[src/rtl/volume_octave_arbiter_if.sv]
// Handshake and settings bus shared between the volume/octave arbiter and its requesters.
// master: requester/consumer side, slave: arbiter side.
interface volume_octave_arbiter_if;
  logic       kb_valid;
  logic [1:0] kb_op;
  logic       kb_ready;
  logic       btn_valid;
  logic [1:0] btn_op;
  logic       btn_ready;
  logic [2:0] volume;
  logic [2:0] octave;
  logic       changed;
  logic       busy;

  modport master (
    output kb_valid, kb_op, btn_valid, btn_op,
    input  kb_ready, btn_ready, volume, octave, changed, busy
  );

  modport slave (
    input  kb_valid, kb_op, btn_valid, btn_op,
    output kb_ready, btn_ready, volume, octave, changed, busy
  );
endinterface

[src/rtl/volume_octave_arbiter.sv]
// Round-robin arbiter applying saturating volume/octave steps from keyboard and button paths.
// Optional mute feature enabled by defining VOLUME_OCTAVE_MUTE_EN.
module volume_octave_arbiter #(
  parameter int          VOL_MIN = 1,
  parameter int          VOL_MAX = 5,
  parameter int          VOL_RST = 3,
  parameter int          OCT_MIN = 1,
  parameter int          OCT_MAX = 3,
  parameter int          OCT_RST = 2,
  parameter logic [15:0] HOLDOFF = 16'd1000
) (
  input  logic clk,
  input  logic rst_n,
  volume_octave_arbiter_if.slave bus
`ifdef VOLUME_OCTAVE_MUTE_EN
  ,
  input  logic mute_toggle,
  output logic muted
`endif
);

  typedef enum logic [1:0] {
    ST_IDLE  = 2'd0,
    ST_APPLY = 2'd1,
    ST_HOLD  = 2'd2
  } state_t;

  localparam logic       GRANT_KB  = 1'b0;
  localparam logic       GRANT_BTN = 1'b1;
  localparam logic [2:0] VMIN = 3'(VOL_MIN);
  localparam logic [2:0] VMAX = 3'(VOL_MAX);
  localparam logic [2:0] VRST = 3'(VOL_RST);
  localparam logic [2:0] OMIN = 3'(OCT_MIN);
  localparam logic [2:0] OMAX = 3'(OCT_MAX);
  localparam logic [2:0] ORST = 3'(OCT_RST);

  state_t      r_state, w_state_nxt;
  logic [1:0]  r_op;
  logic        r_last_grant;
  logic [15:0] r_cnt;
  logic [2:0]  r_vol, r_oct;
  logic [2:0]  w_vol_nxt, w_oct_nxt;
  logic        r_changed, r_busy;
  logic        w_kb_ready, w_btn_ready, w_xfer;
  logic [2:0]  w_vol_disp_nxt, w_vol_disp_cur;

  // Ties go to whichever requester was not served last.
  always_comb begin
    w_kb_ready  = 1'b0;
    w_btn_ready = 1'b0;
    if (r_state == ST_IDLE) begin
      w_kb_ready  = bus.kb_valid  && (!bus.btn_valid || (r_last_grant == GRANT_BTN));
      w_btn_ready = bus.btn_valid && (!bus.kb_valid  || (r_last_grant == GRANT_KB));
    end
  end

  assign w_xfer = w_kb_ready || w_btn_ready;

  always_comb begin
    w_state_nxt = r_state;
    case (r_state)
      ST_IDLE:  if (w_xfer) w_state_nxt = ST_APPLY;
      ST_APPLY: w_state_nxt = (HOLDOFF != 16'd0) ? ST_HOLD : ST_IDLE;
      ST_HOLD:  if (r_cnt == 16'd0) w_state_nxt = ST_IDLE;
      default:  w_state_nxt = ST_IDLE;
    endcase
  end

  always_comb begin
    w_vol_nxt = r_vol;
    w_oct_nxt = r_oct;
    if (r_state == ST_APPLY) begin
      case (r_op)
        2'b00:   if (r_vol > VMIN) w_vol_nxt = r_vol - 3'd1;
        2'b01:   if (r_vol < VMAX) w_vol_nxt = r_vol + 3'd1;
        2'b10:   if (r_oct < OMAX) w_oct_nxt = r_oct + 3'd1;
        default: if (r_oct > OMIN) w_oct_nxt = r_oct - 3'd1;
      endcase
    end
  end

`ifdef VOLUME_OCTAVE_MUTE_EN
  logic       r_muted;
  logic       w_muted_nxt;
  logic [2:0] r_vol_disp;

  // The displayed level is a separate register so muting keeps the stored level intact.
  assign w_muted_nxt    = r_muted ^ mute_toggle;
  assign w_vol_disp_nxt = w_muted_nxt ? '0 : w_vol_nxt;
  assign w_vol_disp_cur = r_vol_disp;

  always_ff @(posedge clk or negedge rst_n) begin
    if (!rst_n) begin
      r_muted    <= 1'b0;
      r_vol_disp <= VRST;
    end else begin
      r_muted    <= w_muted_nxt;
      r_vol_disp <= w_vol_disp_nxt;
    end
  end

  assign muted      = r_muted;
  assign bus.volume = r_vol_disp;
`else
  assign w_vol_disp_nxt = w_vol_nxt;
  assign w_vol_disp_cur = r_vol;
  assign bus.volume     = r_vol;
`endif

  always_ff @(posedge clk or negedge rst_n) begin
    if (!rst_n) begin
      r_state      <= ST_IDLE;
      r_op         <= '0;
      r_last_grant <= GRANT_BTN;
      r_cnt        <= '0;
      r_vol        <= VRST;
      r_oct        <= ORST;
      r_changed    <= 1'b0;
      r_busy       <= 1'b0;
    end else begin
      r_state   <= w_state_nxt;
      r_vol     <= w_vol_nxt;
      r_oct     <= w_oct_nxt;
      r_changed <= (w_vol_disp_nxt != w_vol_disp_cur) || (w_oct_nxt != r_oct);
      r_busy    <= (w_state_nxt != ST_IDLE);
      if (w_xfer) begin
        r_op         <= w_btn_ready ? bus.btn_op : bus.kb_op;
        r_last_grant <= w_btn_ready ? GRANT_BTN : GRANT_KB;
      end
      if ((r_state == ST_APPLY) && (HOLDOFF != 16'd0))
        r_cnt <= HOLDOFF - 16'd1;
      else if ((r_state == ST_HOLD) && (r_cnt != 16'd0))
        r_cnt <= r_cnt - 16'd1;
    end
  end

  assign bus.kb_ready  = w_kb_ready;
  assign bus.btn_ready = w_btn_ready;
  assign bus.octave    = r_oct;
  assign bus.changed   = r_changed;
  assign bus.busy      = r_busy;

endmodule

[src/flat_wrapper.sv]
// flat-port wrapper written by rule: the top's interface ports become plain ports
module volume_octave_arbiter_flat 
#(
  parameter int          VOL_MIN = 1,
  parameter int          VOL_MAX = 5,
  parameter int          VOL_RST = 3,
  parameter int          OCT_MIN = 1,
  parameter int          OCT_MAX = 3,
  parameter int          OCT_RST = 2,
  parameter logic [15:0] HOLDOFF = 16'd1000
)
  (clk, rst_n, bus_kb_valid, bus_kb_op, bus_btn_valid, bus_btn_op, bus_kb_ready, bus_btn_ready, bus_volume, bus_octave, bus_changed, bus_busy);
  volume_octave_arbiter_if bus_i ();
  input  logic clk;
  input  logic rst_n;
  input wire logic [$bits(bus_i.kb_valid)-1:0] bus_kb_valid;
  input wire logic [$bits(bus_i.kb_op)-1:0] bus_kb_op;
  input wire logic [$bits(bus_i.btn_valid)-1:0] bus_btn_valid;
  input wire logic [$bits(bus_i.btn_op)-1:0] bus_btn_op;
  output wire logic [$bits(bus_i.kb_ready)-1:0] bus_kb_ready;
  output wire logic [$bits(bus_i.btn_ready)-1:0] bus_btn_ready;
  output wire logic [$bits(bus_i.volume)-1:0] bus_volume;
  output wire logic [$bits(bus_i.octave)-1:0] bus_octave;
  output wire logic [$bits(bus_i.changed)-1:0] bus_changed;
  output wire logic [$bits(bus_i.busy)-1:0] bus_busy;
  assign bus_i.kb_valid = bus_kb_valid;
  assign bus_i.kb_op = bus_kb_op;
  assign bus_i.btn_valid = bus_btn_valid;
  assign bus_i.btn_op = bus_btn_op;
  assign bus_kb_ready = bus_i.kb_ready;
  assign bus_btn_ready = bus_i.btn_ready;
  assign bus_volume = bus_i.volume;
  assign bus_octave = bus_i.octave;
  assign bus_changed = bus_i.changed;
  assign bus_busy = bus_i.busy;
  volume_octave_arbiter #(.VOL_MIN(VOL_MIN), .VOL_MAX(VOL_MAX), .VOL_RST(VOL_RST), .OCT_MIN(OCT_MIN), .OCT_MAX(OCT_MAX), .OCT_RST(OCT_RST), .HOLDOFF(HOLDOFF)) u_core (.clk(clk), .rst_n(rst_n), .bus(bus_i));
endmodule
[config.mk]
export PLATFORM = sky130hd
export DESIGN_NAME = volume_octave_arbiter_flat
export DESIGN_NICKNAME = d
export VERILOG_FILES = /design/src/rtl/volume_octave_arbiter_if.sv /design/src/rtl/volume_octave_arbiter.sv /design/src/flat_wrapper.sv
export SDC_FILE = /design/constraint.sdc
export NUM_CORES = 1
export LEC_CHECK = 0
export CORE_MARGIN = 5
export CORE_UTILIZATION = 50
export CTS_CLUSTER_SIZE = 28
export DETAILED_ROUTE_END_ITERATION = 8
export PLACE_DENSITY = 0.79
export SYNTH_ARGS = -nofsm -noshare
export SYNTH_HDL_FRONTEND = slang
export SYNTH_SLANG_ARGS = --single-unit
[constraint.sdc]
create_clock -name clk -period 5.46 [get_ports clk]
set_input_delay 0.546 -clock clk [delete_from_list [all_inputs] [get_ports clk]]
set_output_delay 0.546 -clock clk [all_outputs]
set_load 0.05 [all_outputs]
# Word level (Yosys, flattened, before mapping)
# Cells that the tools add are included.
# W data, S select, Z words.
dict set report classes {
  n_addsub 5
  mul 0
  n_div 0
  magnitude_cmp 4
  n_eq_ne 6
  shift 0
  mux 17
  bitwise 1
  n_reduce_logical 16
}
# op n
set ops {}
lappend ops {{$mux W16} 2}
lappend ops {{$mux W3} 6}
lappend ops {{$logic_not A16 Y1} 1}
lappend ops {{$reduce_bool A16 Y1} 1}
lappend ops {{$sub A16 B1 Y16 const B} 1}
lappend ops {{$pmux W3 S2} 2}
lappend ops {{$add A3 B1 Y3 const B} 2}
lappend ops {{$gt A3 B1 Y1 const B} 2}
lappend ops {{$mux W2} 3}
lappend ops {{$ne A3 B3 Y1} 2}
lappend ops {{$pmux W2 S3} 1}
lappend ops {{$sub A3 B1 Y3 const B} 2}
lappend ops {{$eq A2 B1 Y1 const B} 2}
lappend ops {{$eq A2 B2 Y1 const B} 2}
lappend ops {{$logic_not A2 Y1} 2}
lappend ops {{$logic_or A1 B1 Y1} 4}
lappend ops {{$reduce_bool A2 Y1} 2}
lappend ops {{$logic_and A1 B1 Y1} 3}
lappend ops {{$lt A3 B2 Y1 const B} 1}
lappend ops {{$lt A3 B3 Y1 const B} 1}
lappend ops {{$mux W1} 3}
lappend ops {{$logic_not A1 Y1} 2}
lappend ops {{$reduce_or A2 Y1} 1}
lappend ops {{$not A1 Y1} 1}
dict set report totals {
  register_bits 29
  latch_bits 0
  ram_bits 0
  mem_bits_ro 0
  input_bits 8
  elab_cells 57
  memories 0
}

# Logic depth before layout (Yosys ltp)
dict set report logic_depth {
  word_depth 8
  mapped_depth 7
  mapped_depth_nobuf 6
}

# Least setup slack after synthesis
# OpenSTA, ideal clock, no wires.
dict set report synth_timing {
  kind {register to register}
  startpoint {register u_core.r_cnt[6]}
  endpoint {register u_core.r_cnt[0]}
  setup_time_ns 0.079
  arrival_time_ns 1.666
  path_slack_ns 3.715
  path_stages_with_launch 5
  path_buffers 0
  cell_sequence {dfrtp_1 > or4_4 > or3_4 > o21ai_4 > mux2i_1}
}
dict set report synth_between {
  elab_chain_cells 3
}
# item line_no
set synth_lines {}
lappend synth_lines {{from (decl)} volume_octave_arbiter.sv:40} ;# logic [15:0] r_cnt;
lappend synth_lines {{from (signal assigned)} volume_octave_arbiter.sv:131} ;# r_cnt <= HOLDOFF - 16'd1;
lappend synth_lines {{from (signal assigned)} volume_octave_arbiter.sv:133} ;# r_cnt <= r_cnt - 16'd1;
lappend synth_lines {{$reduce_bool A16 Y1} volume_octave_arbiter.sv:132} ;# else if ((r_state == ST_HOLD) && (r_cnt != 16'd0))
lappend synth_lines {{$logic_and A1 B1 Y1} volume_octave_arbiter.sv:132}
lappend synth_lines {{$reduce_bool A2 Y1 (no line)} --}
# No other way between the ends.
# A chain may end at the register's enable or synchronous reset.

# Worst setup path after layout
dict set report layout_timing {
  startpoint {input port bus_btn_valid}
  endpoint {output port bus_kb_ready}
}
dict set report layout_between {
  elab_chain_cells 4
}
# item line_no
set layout_lines {}
lappend layout_lines {{from (decl)} flat_wrapper.sv:18} ;# input wire logic [$bits(bus_i.btn_valid)-1:0] bus_btn_valid;
lappend layout_lines {{$logic_not A1 Y1} volume_octave_arbiter.sv:52} ;# w_kb_ready = bus.kb_valid && (!bus.btn_valid || (r_last_grant == GRANT_BTN));
lappend layout_lines {{$logic_or A1 B1 Y1} volume_octave_arbiter.sv:52}
lappend layout_lines {{$logic_and A1 B1 Y1} volume_octave_arbiter.sv:52}
lappend layout_lines {{$mux W1} volume_octave_arbiter.sv:51} ;# if (r_state == ST_IDLE) begin
lappend layout_lines {{to (decl)} flat_wrapper.sv:20} ;# output wire logic [$bits(bus_i.kb_ready)-1:0] bus_kb_ready;
# No other way between the ends.

==> metrics.txt <==
status=finished clean; multi-input gate area in the final layout=just under 1000 µm²; 1st-iter DRT viols=about 120; wire per inst=between 10 and 15 µm; post-route minimum period=2.70 ns; CTS tree=yes; Fin. Hold Viols=0; initial antenna violation count=0; die extent in y=about 69 µm; worst endpoint required time=approximately 4.9 ns; Final Total Pwr=1.11 mW; CTS Buf Count=5; Worst VDD drop=roughly 0.27 mV; Min Hold Slack=between 0.4 and 0.5 ns; asr flop ratio synth=100%; CP startpoint=bus_btn_valid; Critical Path AT=2.16 ns; RSZ-0062 raised after global routing=false; TritonRoute pass-1 iters=4; setup violators final=0; clock tree root buffer cell=clkbuf_4; Antenna Cells=0; Worst path slowest cell=clkdlybuf4s50_1; pre-CTS setup slack=2.76 ns; worst r2r src=u_core.r_cnt[6]; Netlist cell types=46; top cells by area, synth=dfrtp_1, dfstp_2, ha_1, mux2i_1, nor2_1; HP Class=register to register; hpwl dp=approximately 2400 µm; setup TNS=0 ns; startpoint types=input pin; top_reg_cell synth=dfrtp_1; critical path class=input pin to primary output; Initial Util=52.1%; buffers and inverters on the worst path=3; DR top layer=met4; most frequent cells in the layout=dfrtp_1, nor2_1, nand2_1, clkdlybuf4s50_1, inv_1; first-pass GRT wire length=6240 µm; post-DR vias/cell=5.82; DIE AREA=4820 µm²; Slew Limit Fails=0; P_leak=0.915 nW; cell count after placement=~250; syn nets=213; PostCTS Resize Cnt=0; setup ws final=roughly 2.8 ns; Nets=231; largest net degree at the start of global routing=30; Port Buf Inserts=17; clock sinks=29; Syn Area/Cell=8.96 µm²; max-cap viol count=0; hold path start=u_core.r_last_grant; fin crit share=49.5%; DIE WIDTH=69.4 µm; Final Skew=0.0114 ns; #FFs+latches synth=29; YS warnings=0; CP endpoint kind=primary output; Vias=1525; # H-tree levels=2; core box area=3390 µm²; Synth-to-Final Area Change=16.0%; placer congestion estimate=0.785; number of top-level pins=18; power per cell area=540 nW/µm²; row count=21; Max transition margin=between 50% and 60%; DR WL met2=1570 µm; Fmax=370 MHz; hold_buf cts=0; Total GRT Usage=15.6%; wire length on met1=1730 µm; EDFF count, synth=0; total gr overflow=0; Seq. cell area=about 730 µm²; largest area contributor in the netlist=dfrtp_1; fillers=297; clock latency on the worst-skew pair=approximately 0.34 ns; share of cells above drive strength 1=9.72%; Post-Syn Area=1770 µm²; critical path, cell by cell=clkdlybuf4s50_1, nand2b_1, nand3_1, inv_1, clkdlybuf4s50_1; # Post-CTS Setup Buffers=0; Residual DRC=0; cell repeated most along the worst path=clkdlybuf4s50_1; Clk pin slew, worst setup/hold paths=0.09 ns; worst-margin pin slew=0.606 ns; Syn Inst Count=197; routed wire length=3500 µm; non-filler cells, final=~260; vias in the first global route=1416; WL met3=167 µm; family with the most delay on the worst path=buffers and inverters; commonest non-fill, non-tap cell in the layout=dfrtp_1; worst-path fanout max=6; Antenna Nets Post-Route=0; Seq/Total Area, Yosys=41.4%; CTS max path bufs=2; Synth top area share=around 35%; Crit path largest cell delay=0.80 ns
## state kept, by name, indices dropped and copies added (netlist names)
| signal | flops |
|---|---|
| u_core.r_cnt | 16 |
| u_core.bus.octave | 3 |
| u_core.bus.volume | 3 |
| u_core.r_op | 2 |
| u_core.r_state | 2 |
| u_core.bus.busy | 1 |
| u_core.bus.changed | 1 |
| u_core.r_last_grant | 1 |
## tightest hold or removal path: stages (launching register included)
cell and delay [ns]:
dfstp_2 0.38, nand2_1 0.05, nand2_1 0.05
## Yosys cell counts (3+ instances only)
cell type,instances
dfrtp_1,25
nor2_1,21
nand2_1,19
inv_1,11
a21oi_1,10
mux2i_1,10
clkbuf_1,8
ha_1,8
o21ai_0,8
a31oi_1,7
nand3_1,7
nor4_1,7
nand2b_1,6
nor3_1,5
dfstp_2,4
nand4_1,3
## routing by layer
layer / up-vias / GRT usage [%]
li1: 757 / -
met1: 726 / 20.6
met2: 38 / 24.3
met3: 4 / 4.49
met4: 0 / 5.64
met5: - / 0
## area by class of cell
type / instances / share of cell area (%)
clock buffer: 7 / 3.18
clock inverter: 1 / 0.244
inverter: 11 / 2.02
tap: 46 / 2.81
sequential: 29 / 35.7
timing repair buffer: 19 / 9.04
multi-input combinational: 149 / 47.0
## final timing paths
check / end / slack (ns) / cells after the start
max: bus_kb_ready / 2.76 / 5
min: u_core.r_last_grant / 0.48 / 2
max reg2reg: u_core.r_cnt[8] / 3.45 / 4
min reg2reg: u_core.r_last_grant / 0.48 / 2
max in group asynchronous: u_core.bus.octave[1] / 4.56 / 2
min in group asynchronous: u_core.r_cnt[12] / 0.58 / 2
## power breakdown
group	internal [mW]	switching [mW]	leakage [nW]
logic	0.221	0.334	0.536
registers	0.290	0.108	0.337
clock network	0.0745	0.0783	0.0413
## metrics by stage
| stage | utilization (%) | instance area, µm² |
|---|---|---|
| after floorplan | - | 1770 |
| after global placement | 58.4 | 1980 |
| after detailed placement | 58.4 | 1980 |
| after CTS | 60.4 | 2050 |
| after global routing | 60.4 | 2050 |
| final | 60.4 | 2050 |
## kinds of logic after synthesis
family	after synthesis	share of synthesized area [%]
and+or+nand+nor	83	24.4
AOI/OAI and AO/OA	47	18.4
xor gates and xnor gates	1	0.496
buffers and inverters	19	4.04
muxes	10	5.67
DFF	29	41.4
adders and majority gates	8	5.67
No activity file was read; power rests on OpenSTA's default activity.
